<file path="config.mk">
export PLATFORM = sky130hd
export DESIGN_NAME = imem_load_arbiter_flat
export DESIGN_NICKNAME = d
export VERILOG_FILES = /design/src/rtl/imem_load_arbiter_if.sv /design/src/rtl/imem_load_arbiter.sv /design/src/flat_wrapper.sv
export SDC_FILE = /design/constraint.sdc
export NUM_CORES = 1
export LEC_CHECK = 0
export ABC_AREA = 1
export CORE_AREA = 2 2 92 94
export CTS_CLUSTER_SIZE = 25
export DETAILED_ROUTE_END_ITERATION = 8
export DIE_AREA = 0 0 94 96
export PLACE_DENSITY = 0.79
export SLEW_MARGIN = 20
export SYNTH_ARGS = -nofsm -noshare
export SYNTH_HDL_FRONTEND = slang
export SYNTH_SLANG_ARGS = --single-unit
</file>
<file path="constraint.sdc">
create_clock -name clk -period 2 [get_ports clk]
set_input_delay 0.4 -clock clk [delete_from_list [all_inputs] [get_ports clk]]
set_output_delay 0.4 -clock clk [all_outputs]
set_load 0.01 [all_outputs]
</file>
<file path="src/rtl/imem_load_arbiter_if.sv">
// Signal bundle between imem_load_arbiter and its fetch stage, program loader and memory.
// The arbiter takes the slave view; the surrounding environment takes the master view.
interface imem_load_arbiter_if #(parameter int ADDR_W = 12);
    logic              f_req;
    logic [31:0]       f_addr;
    logic [31:0]       f_rdata;
    logic              f_valid;
    logic              f_stall;
    logic              core_hold;
    logic              ld_start;
    logic              ld_valid;
    logic [31:0]       ld_addr;
    logic [31:0]       ld_data;
    logic              ld_last;
    logic              ld_ready;
    logic              ld_busy;
    logic [ADDR_W:0]   ld_count;
    logic              err;
    logic [ADDR_W-1:0] mem_address;
    logic              mem_chipselect;
    logic              mem_write;
    logic              mem_clken;
    logic [3:0]        mem_byteenable;
    logic [31:0]       mem_writedata;
    logic [31:0]       mem_readdata;

    modport slave (
        input  f_req, f_addr, ld_start, ld_valid, ld_addr, ld_data, ld_last, mem_readdata,
        output f_rdata, f_valid, f_stall, core_hold, ld_ready, ld_busy, ld_count, err,
               mem_address, mem_chipselect, mem_write, mem_clken, mem_byteenable, mem_writedata
    );

    modport master (
        output f_req, f_addr, ld_start, ld_valid, ld_addr, ld_data, ld_last, mem_readdata,
        input  f_rdata, f_valid, f_stall, core_hold, ld_ready, ld_busy, ld_count, err,
               mem_address, mem_chipselect, mem_write, mem_clken, mem_byteenable, mem_writedata
    );
endinterface

</file>
<file path="src/rtl/imem_load_arbiter.sv">
// Shares the single-port instruction memory between fetch reads and loader writes,
// draining the in-flight fetch and holding the core while an image is streamed in.
module imem_load_arbiter #(
    parameter int ADDR_W = 12
) (
    input  logic                 clk,
    input  logic                 rst_n,
    imem_load_arbiter_if.slave   bus
);
    localparam logic [31:0]     NOP       = 32'h0000_0013;
    localparam logic [ADDR_W:0] COUNT_MAX = {1'b1, {ADDR_W{1'b0}}};

    typedef enum logic [1:0] {RUN, DRAIN, LOAD, RELEASE} state_t;

    state_t          state;
    state_t          state_next;
    logic            fetch_take;
    logic            load_take;
    logic            fetch_good;
    logic            load_good;
    logic            rd_pending;
    logic            nop_pending;
    logic            err_q;
    logic [ADDR_W:0] count_q;

    function automatic logic addr_good(input logic [31:0] addr);
        return (addr[1:0] == 2'b00) && ((addr >> (ADDR_W + 2)) == 32'd0);
    endfunction

    always_ff @(posedge clk or negedge rst_n) begin
        if (!rst_n) state <= RUN;
        else        state <= state_next;
    end

    always_comb begin
        state_next = state;
        case (state)
            RUN:     if (bus.ld_start) state_next = DRAIN;
            DRAIN:   state_next = LOAD;
            LOAD:    if (bus.ld_valid && bus.ld_last) state_next = RELEASE;
            RELEASE: state_next = RUN;
            default: state_next = RUN;
        endcase
    end

    // rst_n gates the fetch path so the memory sees no access while reset is held
    always_comb begin
        fetch_take    = 1'b0;
        load_take     = 1'b0;
        bus.f_stall   = 1'b0;
        bus.core_hold = 1'b0;
        bus.ld_ready  = 1'b0;
        bus.ld_busy   = 1'b0;
        case (state)
            RUN: fetch_take = rst_n && bus.f_req;
            DRAIN, RELEASE: begin
                bus.f_stall   = 1'b1;
                bus.core_hold = 1'b1;
                bus.ld_busy   = 1'b1;
            end
            LOAD: begin
                bus.f_stall   = 1'b1;
                bus.core_hold = 1'b1;
                bus.ld_busy   = 1'b1;
                bus.ld_ready  = 1'b1;
                load_take     = bus.ld_valid;
            end
            default: ;
        endcase
    end

    assign fetch_good         = fetch_take && addr_good(bus.f_addr);
    assign load_good          = load_take && addr_good(bus.ld_addr);
    assign bus.mem_chipselect = fetch_good || load_good;
    assign bus.mem_write      = load_good;
    assign bus.mem_byteenable = bus.mem_chipselect ? 4'hF : 4'h0;
    assign bus.mem_writedata  = load_good ? bus.ld_data : 32'd0;
    assign bus.mem_clken      = rst_n;
    assign bus.mem_address    = load_good  ? bus.ld_addr[ADDR_W+1:2] :
                                fetch_good ? bus.f_addr[ADDR_W+1:2]  : '0;

    // A rejected fetch still completes, but with a NOP in place of memory data
    always_ff @(posedge clk or negedge rst_n) begin
        if (!rst_n) begin
            rd_pending  <= 1'b0;
            nop_pending <= 1'b0;
            err_q       <= 1'b0;
            count_q     <= '0;
        end else begin
            rd_pending  <= fetch_take;
            nop_pending <= fetch_take && !fetch_good;
            err_q       <= (fetch_take && !fetch_good) || (load_take && !load_good);
            if (state == RUN && bus.ld_start)
                count_q <= '0;
            else if (load_good && count_q != COUNT_MAX)
                count_q <= count_q + 1'b1;
        end
    end

    assign bus.f_valid  = rd_pending;
    assign bus.f_rdata  = !rd_pending ? 32'd0 : (nop_pending ? NOP : bus.mem_readdata);
    assign bus.err      = err_q;
    assign bus.ld_count = count_q;
endmodule

</file>
<file path="src/flat_wrapper.sv">
// flat-port wrapper written by rule: the top's interface ports become plain ports
module imem_load_arbiter_flat 
#(
    parameter int ADDR_W = 12
)
  (clk, rst_n, bus_f_req, bus_f_addr, bus_ld_start, bus_ld_valid, bus_ld_addr, bus_ld_data, bus_ld_last, bus_mem_readdata, bus_f_rdata, bus_f_valid, bus_f_stall, bus_core_hold, bus_ld_ready, bus_ld_busy, bus_ld_count, bus_err, bus_mem_address, bus_mem_chipselect, bus_mem_write, bus_mem_clken, bus_mem_byteenable, bus_mem_writedata);
  imem_load_arbiter_if #(.ADDR_W(ADDR_W)) bus_i ();
  input  logic clk;
  input  logic rst_n;
  input wire logic [$bits(bus_i.f_req)-1:0] bus_f_req;
  input wire logic [$bits(bus_i.f_addr)-1:0] bus_f_addr;
  input wire logic [$bits(bus_i.ld_start)-1:0] bus_ld_start;
  input wire logic [$bits(bus_i.ld_valid)-1:0] bus_ld_valid;
  input wire logic [$bits(bus_i.ld_addr)-1:0] bus_ld_addr;
  input wire logic [$bits(bus_i.ld_data)-1:0] bus_ld_data;
  input wire logic [$bits(bus_i.ld_last)-1:0] bus_ld_last;
  input wire logic [$bits(bus_i.mem_readdata)-1:0] bus_mem_readdata;
  output wire logic [$bits(bus_i.f_rdata)-1:0] bus_f_rdata;
  output wire logic [$bits(bus_i.f_valid)-1:0] bus_f_valid;
  output wire logic [$bits(bus_i.f_stall)-1:0] bus_f_stall;
  output wire logic [$bits(bus_i.core_hold)-1:0] bus_core_hold;
  output wire logic [$bits(bus_i.ld_ready)-1:0] bus_ld_ready;
  output wire logic [$bits(bus_i.ld_busy)-1:0] bus_ld_busy;
  output wire logic [$bits(bus_i.ld_count)-1:0] bus_ld_count;
  output wire logic [$bits(bus_i.err)-1:0] bus_err;
  output wire logic [$bits(bus_i.mem_address)-1:0] bus_mem_address;
  output wire logic [$bits(bus_i.mem_chipselect)-1:0] bus_mem_chipselect;
  output wire logic [$bits(bus_i.mem_write)-1:0] bus_mem_write;
  output wire logic [$bits(bus_i.mem_clken)-1:0] bus_mem_clken;
  output wire logic [$bits(bus_i.mem_byteenable)-1:0] bus_mem_byteenable;
  output wire logic [$bits(bus_i.mem_writedata)-1:0] bus_mem_writedata;
  assign bus_i.f_req = bus_f_req;
  assign bus_i.f_addr = bus_f_addr;
  assign bus_i.ld_start = bus_ld_start;
  assign bus_i.ld_valid = bus_ld_valid;
  assign bus_i.ld_addr = bus_ld_addr;
  assign bus_i.ld_data = bus_ld_data;
  assign bus_i.ld_last = bus_ld_last;
  assign bus_i.mem_readdata = bus_mem_readdata;
  assign bus_f_rdata = bus_i.f_rdata;
  assign bus_f_valid = bus_i.f_valid;
  assign bus_f_stall = bus_i.f_stall;
  assign bus_core_hold = bus_i.core_hold;
  assign bus_ld_ready = bus_i.ld_ready;
  assign bus_ld_busy = bus_i.ld_busy;
  assign bus_ld_count = bus_i.ld_count;
  assign bus_err = bus_i.err;
  assign bus_mem_address = bus_i.mem_address;
  assign bus_mem_chipselect = bus_i.mem_chipselect;
  assign bus_mem_write = bus_i.mem_write;
  assign bus_mem_clken = bus_i.mem_clken;
  assign bus_mem_byteenable = bus_i.mem_byteenable;
  assign bus_mem_writedata = bus_i.mem_writedata;
  imem_load_arbiter #(.ADDR_W(ADDR_W)) u_core (.clk(clk), .rst_n(rst_n), .bus(bus_i));
endmodule
</file>
Yosys cells after proc, flatten, opt, wreduce, memory -nomap -nowiden --
Cells that the tools add are included.
Operators by class: mux-type cells 15, add/sub/neg operators 1, equality and inequality tests 6, reductions and logical operators 22
Operators by type and width (number):
- 2-to-1 mux 32 bit | 3
- zero test 32 bit | 2
- 2-to-1 mux 13 bit | 2
- 2-to-1 mux 12 bit | 2
- adder 13 x 1 -> 13 bit, second input constant | 1
- != test 13 bit, second input constant | 1
- logical AND 1 bit | 10
- one-hot mux 2 bit (4 select lines) | 1
- zero test 2 bit | 3
- equality test 2 bit, second input constant | 2
- 2-to-1 mux 1 bit | 4
- 2-to-1 mux 2 bit | 2
- 2-to-1 mux 4 bit | 1
- OR reduction 3 bit | 1
- equality test 2 x 1 -> 1 bit, second input constant | 1
- zero test 1 bit | 2
- logical OR 1 bit | 2
- != test 2 x 1 -> 1 bit, second input constant | 1
- != test 2 bit, second input constant | 1
- AND reduction 2 bit | 1
- nonzero test 2 bit | 1
Storage, ports and cells: word-level logic and storage cells 49, register bits 18, output and inout bits 102

Longest topological paths before layout --
depth after elaboration 6, mapped depth 9, gate-level depth less buffers 9

Least setup slack after synthesis --
OpenSTA, ideal clock, no wires.
path type flip-flop to output port, from reg u_core.state[0], to out bus_mem_byteenable[0], required time 1.600 ns, setup slack -0.053 ns, cell stages (with the launch flop) 9, path buffers 2, arrival time 1.653 ns, path through dfrtp_1 > inv_1 > ha_1 > nand2_1 > inv_1 > nand2_4 > buf_6 > o21ai_0 > buf_4
Between the ends: cells in the longest elaborated chain, start to end 5
Ends and longest elaborated chain:
- start, declared | line imem_load_arbiter.sv:15 | state_t state;
- start signal, assigned | line imem_load_arbiter.sv:32 | else state <= state_next;
- equality test 2 bit / zero test 2 bit (equally long branches) | line imem_load_arbiter.sv:54 | case (state)
- 2-to-1 mux 1 bit | line imem_load_arbiter.sv:54
- logical AND 1 bit, on equally long branches | line imem_load_arbiter.sv:73, imem_load_arbiter.sv:72
- logical OR 1 bit * | line imem_load_arbiter.sv:74 | assign bus.mem_chipselect = fetch_good || load_good;
- via bus_mem_chipselect | line flat_wrapper.sv:27 | output wire logic [$bits(bus_i.mem_chipselect)-1:0] bus_mem_chipselect;
- 2-to-1 mux 4 bit * | line imem_load_arbiter.sv:76 | assign bus.mem_byteenable = bus.mem_chipselect ? 4'hF : 4'h0;
- end, declared | line flat_wrapper.sv:30 | output wire logic [$bits(bus_i.mem_byteenable)-1:0] bus_mem_byteenable;
The timed path passes the listed nets; every way through them passes the cells marked *.

Final worst setup path --
from reg u_core.state[0], to out bus_mem_address[11]
Between the ends: cells in the longest elaborated chain, start to end 5
Ends and longest elaborated chain:
- zero test 2 bit | line imem_load_arbiter.sv:54
- 2-to-1 mux 1 bit | line imem_load_arbiter.sv:54
- logical AND 1 bit | line imem_load_arbiter.sv:72 | assign fetch_good = fetch_take && addr_good(bus.f_addr);
- 2-to-1 mux 12 bit | line imem_load_arbiter.sv:80 | fetch_good ? bus.f_addr[ADDR_W+1:2] : '0;
- 2-to-1 mux 12 bit * | line imem_load_arbiter.sv:79 | assign bus.mem_address = load_good ? bus.ld_addr[ADDR_W+1:2] :
- end, declared | line flat_wrapper.sv:26 | output wire logic [$bits(bus_i.mem_address)-1:0] bus_mem_address;
Mark *: on every way between the ends. The rest lies on a longest branch, timed or not.

==> results list <==
* Final number of max-transition violations: 0
- For this design the ratio of total power to cell area is 350 nW/um2.
* Ys async rst share: 100%
- The total area inside the core boundary comes to 8050 um2.
- Synth top area share: 20.8%
- From left edge to right edge, the die measures 94 um.
- After global routing the overflow that remains totals 0.
* Area delta synth->final: 146%
- After detailed routing, the average wire length per cell comes to 16.6 um.
- Measured against its own limit, the worst slew margin works out to 78.7%.
* Fillers: 704
- Number of standard-cell rows in the floorplan: 33
- Placed Cells incl. Taps: 725
- Critical Setup Path Class: reg -> out
- Final cell count without fillers: 766
- In the routed layout, each cell is associated on average with a via count of 4.52.
- Power consumption: 1.86 mW
- Entering global routing, the biggest net connects 27 pins.
- In this run, synthesis inferred 0 flip-flops with an integrated enable.
* # clock sinks: 18
- Shortest period the worst path allows: 2.19 ns
- The number of nets in the synthesized netlist is 518.
- After detailed routing, the number of remaining DRC violations is 0.
* Mean cell area of the mapped netlist: 5.69 um2
- The detailed router finished its first iteration with 147 violations.
* Clock tree root buffer cell: sky130_fd_sc_hd__clkbuf_8
- For this configuration, the core starts out at a cell density of 26.8%.
* Final count of hold timing violations: 0
* Critical path data required time: 1.60 ns
* Post-synthesis instance area: 2160 um2
- The via count of the first global-routing pass is 3504.
- Among all flip-flop cells after synthesis, the most frequent one is sky130_fd_sc_hd__dfrtp_1.
* Final setup violation count: 44
* Post-synthesis sequential area ratio: 20.8%
* H-tree levels: 1
- Half-perimeter wire length after detailed placement: 9.32 mm
* Maximum operating frequency: 0.457 GHz
* Maximum number of buffers from clock root to sink: 2
- At the later pin of the worst-skew pair, clock insertion delay measures 0.26 ns.
- Counting every instance in the synthesized netlist gives 380.
* Die area: 9020 um2
* Count of hold-fix buffers inserted at cts: 0
- The run finished, with violations left.
* Failing checks: negative setup slack
- Sorting the synthesized cells by how often they occur yields 105 x sky130_fd_sc_hd__nor2_1, 81 x sky130_fd_sc_hd__inv_1, 75 x sky130_fd_sc_hd__nand2_1, 26 x sky130_fd_sc_hd__nand3_1, 18 x sky130_fd_sc_hd__dfrtp_1.
* Net count of the finished layout: 799
- Total negative setup slack: -4.89 ns
- Cells with a size suffix above 1 make up 32.3% of the layout.
- Crit Path Max Fanout: 8
- Setup repair after global routing missed its margin: yes
* Most frequent cell after synthesis: sky130_fd_sc_hd__nor2_1
- LEAKAGE: 2.81 nW
- First-pass GRT wire length: 19.1 mm
- Across all setup checks in the final design, the least slack found is -0.189 ns.
- Path class of the lowest-slack min-delay path: in -> async
- Port Buffer Count: 235
- Global routing consumed, over all layers together, 27.7% of the routing resources.
- Critical path origin: u_core.state[0]
* Post-detailed-route count of antenna-violating nets: 0
- After layout, the worst path uses 109% of the clock period.
* Worst-margin pin slew: 0.317 ns
- During I/O placement, the number of pins put on the boundary was 236.
- Pre-antenna DRT Iters: 4
- Initial antenna violation count: 3
* Inserted Clock Buffers: 3
- In the post-synthesis netlist, the biggest area contributors are sky130_fd_sc_hd__dfrtp_1 21%, sky130_fd_sc_hd__nor2_1 18%, sky130_fd_sc_hd__inv_1 14%.
* CTS clock-pin slew for the worst setup and hold paths: 0.07 ns
- TritonCTS built the clock tree.
* # Max-Cap Violations: 0
* Type of origin of the critical path: register
- The worst register-to-register path begins at u_core.state[0].
- The synthesized design contains 18 register bits.
* Total via count after detailed routing: 3461
- Biggest area consumer among synthesized cells: sky130_fd_sc_hd__dfrtp_1
* Synth warnings: 0
* Worst IR Drop VDD: 0.000614 V
* Die outline height: 96 um
- STA classifies the critical path endpoint as an output pin.
* Number of different library cells in the post-synthesis netlist: 25
- Signal arrival time at the worst endpoint: 1.79 ns
- Placer Congestion: 0.906
* Worst clock skew: 0.00246 ns
- Drt total wl: 12.7 mm
-- cells in the final DEF, fill, tap and decap left out, drive strengths merged, types with 3 or more instances in the layout --
cell	n
a21oi	3
buf	128
clkbuf	8
clkdlybuf4s15	22
clkdlybuf4s50	108
dfrtp	18
dlygate4sd2	35
ha	4
inv	82
nand2	77
nand3	37
nand4	16
nor2	110
o21ai	4
xor2	3
-- cell families after synthesis --
| group | Yosys count | share of synthesized area (%) |
|---|---|---|
| simple gates | 244 | 51.6 |
| buf+inv | 103 | 22.0 |
| xor+xnor | 4 | 1.62 |
| fa+ha+maj | 4 | 2.32 |
| compound gates | 7 | 1.62 |
| flops | 18 | 20.8 |
-- repair_timing --
item                       4_1_cts  5_1_grt
pin swaps                       46       22
cloned                           3        0
setup endpoints to repair       85       52
buffers inserted                29        7
gates resized for setup        433       55
-- metrics by stage --
stage | hold slack [ns] | cell area, um2 | setup slack [ns] | util, %
2_1_floorplan | 0.104 | 2160 | 0.125 | -
3_3_place_gp | 0.549 | 4740 | -0.698 | 58.9
3_5_place_dp | 0.573 | 4740 | -0.706 | 58.9
4_1_cts | 0.386 | 5140 | -0.175 | 63.9
5_1_grt | 0.361 | 5310 | -0.235 | 65.9
6_report | 0.347 | 5310 | -0.189 | 65.9
-- path summary, 6_finish.rpt --
check                                          to  slack [ns]  cells past startpoint
max                           bus_mem_address[11]       -0.19                     11
min                        u_core.bus.ld_count[6]        0.35                      2
max reg2reg                u_core.bus.ld_count[9]        0.39                     10
min reg2reg                u_core.bus.ld_count[3]        0.58                      2
max in group asynchronous  u_core.bus.ld_count[2]        1.50                      2
min in group clk           u_core.bus.ld_count[3]        0.58                      2
-- power breakdown --
group          internal [mW]  total (mW)  leakage (nW)  switching, mW
clock                  0.175       0.312        0.0288          0.136
sequential             0.400       0.425         0.246         0.0251
combinational          0.626        1.12          2.54          0.495
-- worst max-delay path, cell delays in order (launching register included) --
cell,delay [ns]
sky130_fd_sc_hd__dfrtp_1,0.38
sky130_fd_sc_hd__inv_2,0.09
sky130_fd_sc_hd__buf_6,0.11
sky130_fd_sc_hd__ha_4,0.15
sky130_fd_sc_hd__nand2_4,0.07
sky130_fd_sc_hd__inv_4,0.09
sky130_fd_sc_hd__nand2_8,0.08
sky130_fd_sc_hd__buf_4,0.15
sky130_fd_sc_hd__buf_6,0.12
sky130_fd_sc_hd__nand3_2,0.08
sky130_fd_sc_hd__nand2_2,0.08
sky130_fd_sc_hd__buf_6,0.13
-- flip-flops by register name, summed over array words and instances (netlist names) --
signal / cells
u_core.bus.ld_count: 13
u_core.bus.err: 1
u_core.bus.f_valid: 1
u_core.nop_pending: 1
u_core.state: 2
-- area by class of cell --
type | count | area [um2] | area share (%)
Timing Repair Buffer | 297 | 2800 | 52.7
Multi-Input combinational cell | 259 | 1560 | 29.4
Inverter | 82 | 310 | 5.84
Tap cell | 105 | 131 | 2.47
Sequential cell | 18 | 450 | 8.48
Clock buffer | 4 | 55.1 | 1.04
Antenna cell | 1 | 2.50 | 0.0471
-- routing by layer --
layer | global-route usage (%) | vias up | part of all wire, %
met5 | 0 | - | 0.21
met4 | 6.16 | 4 | 1.9
met3 | 7.44 | 27 | 9.8
met2 | 48.5 | 179 | 47
met1 | 34.0 | 1568 | 41
li1 | - | 1683 | -
No activity file was read; power rests on OpenSTA's default activity.
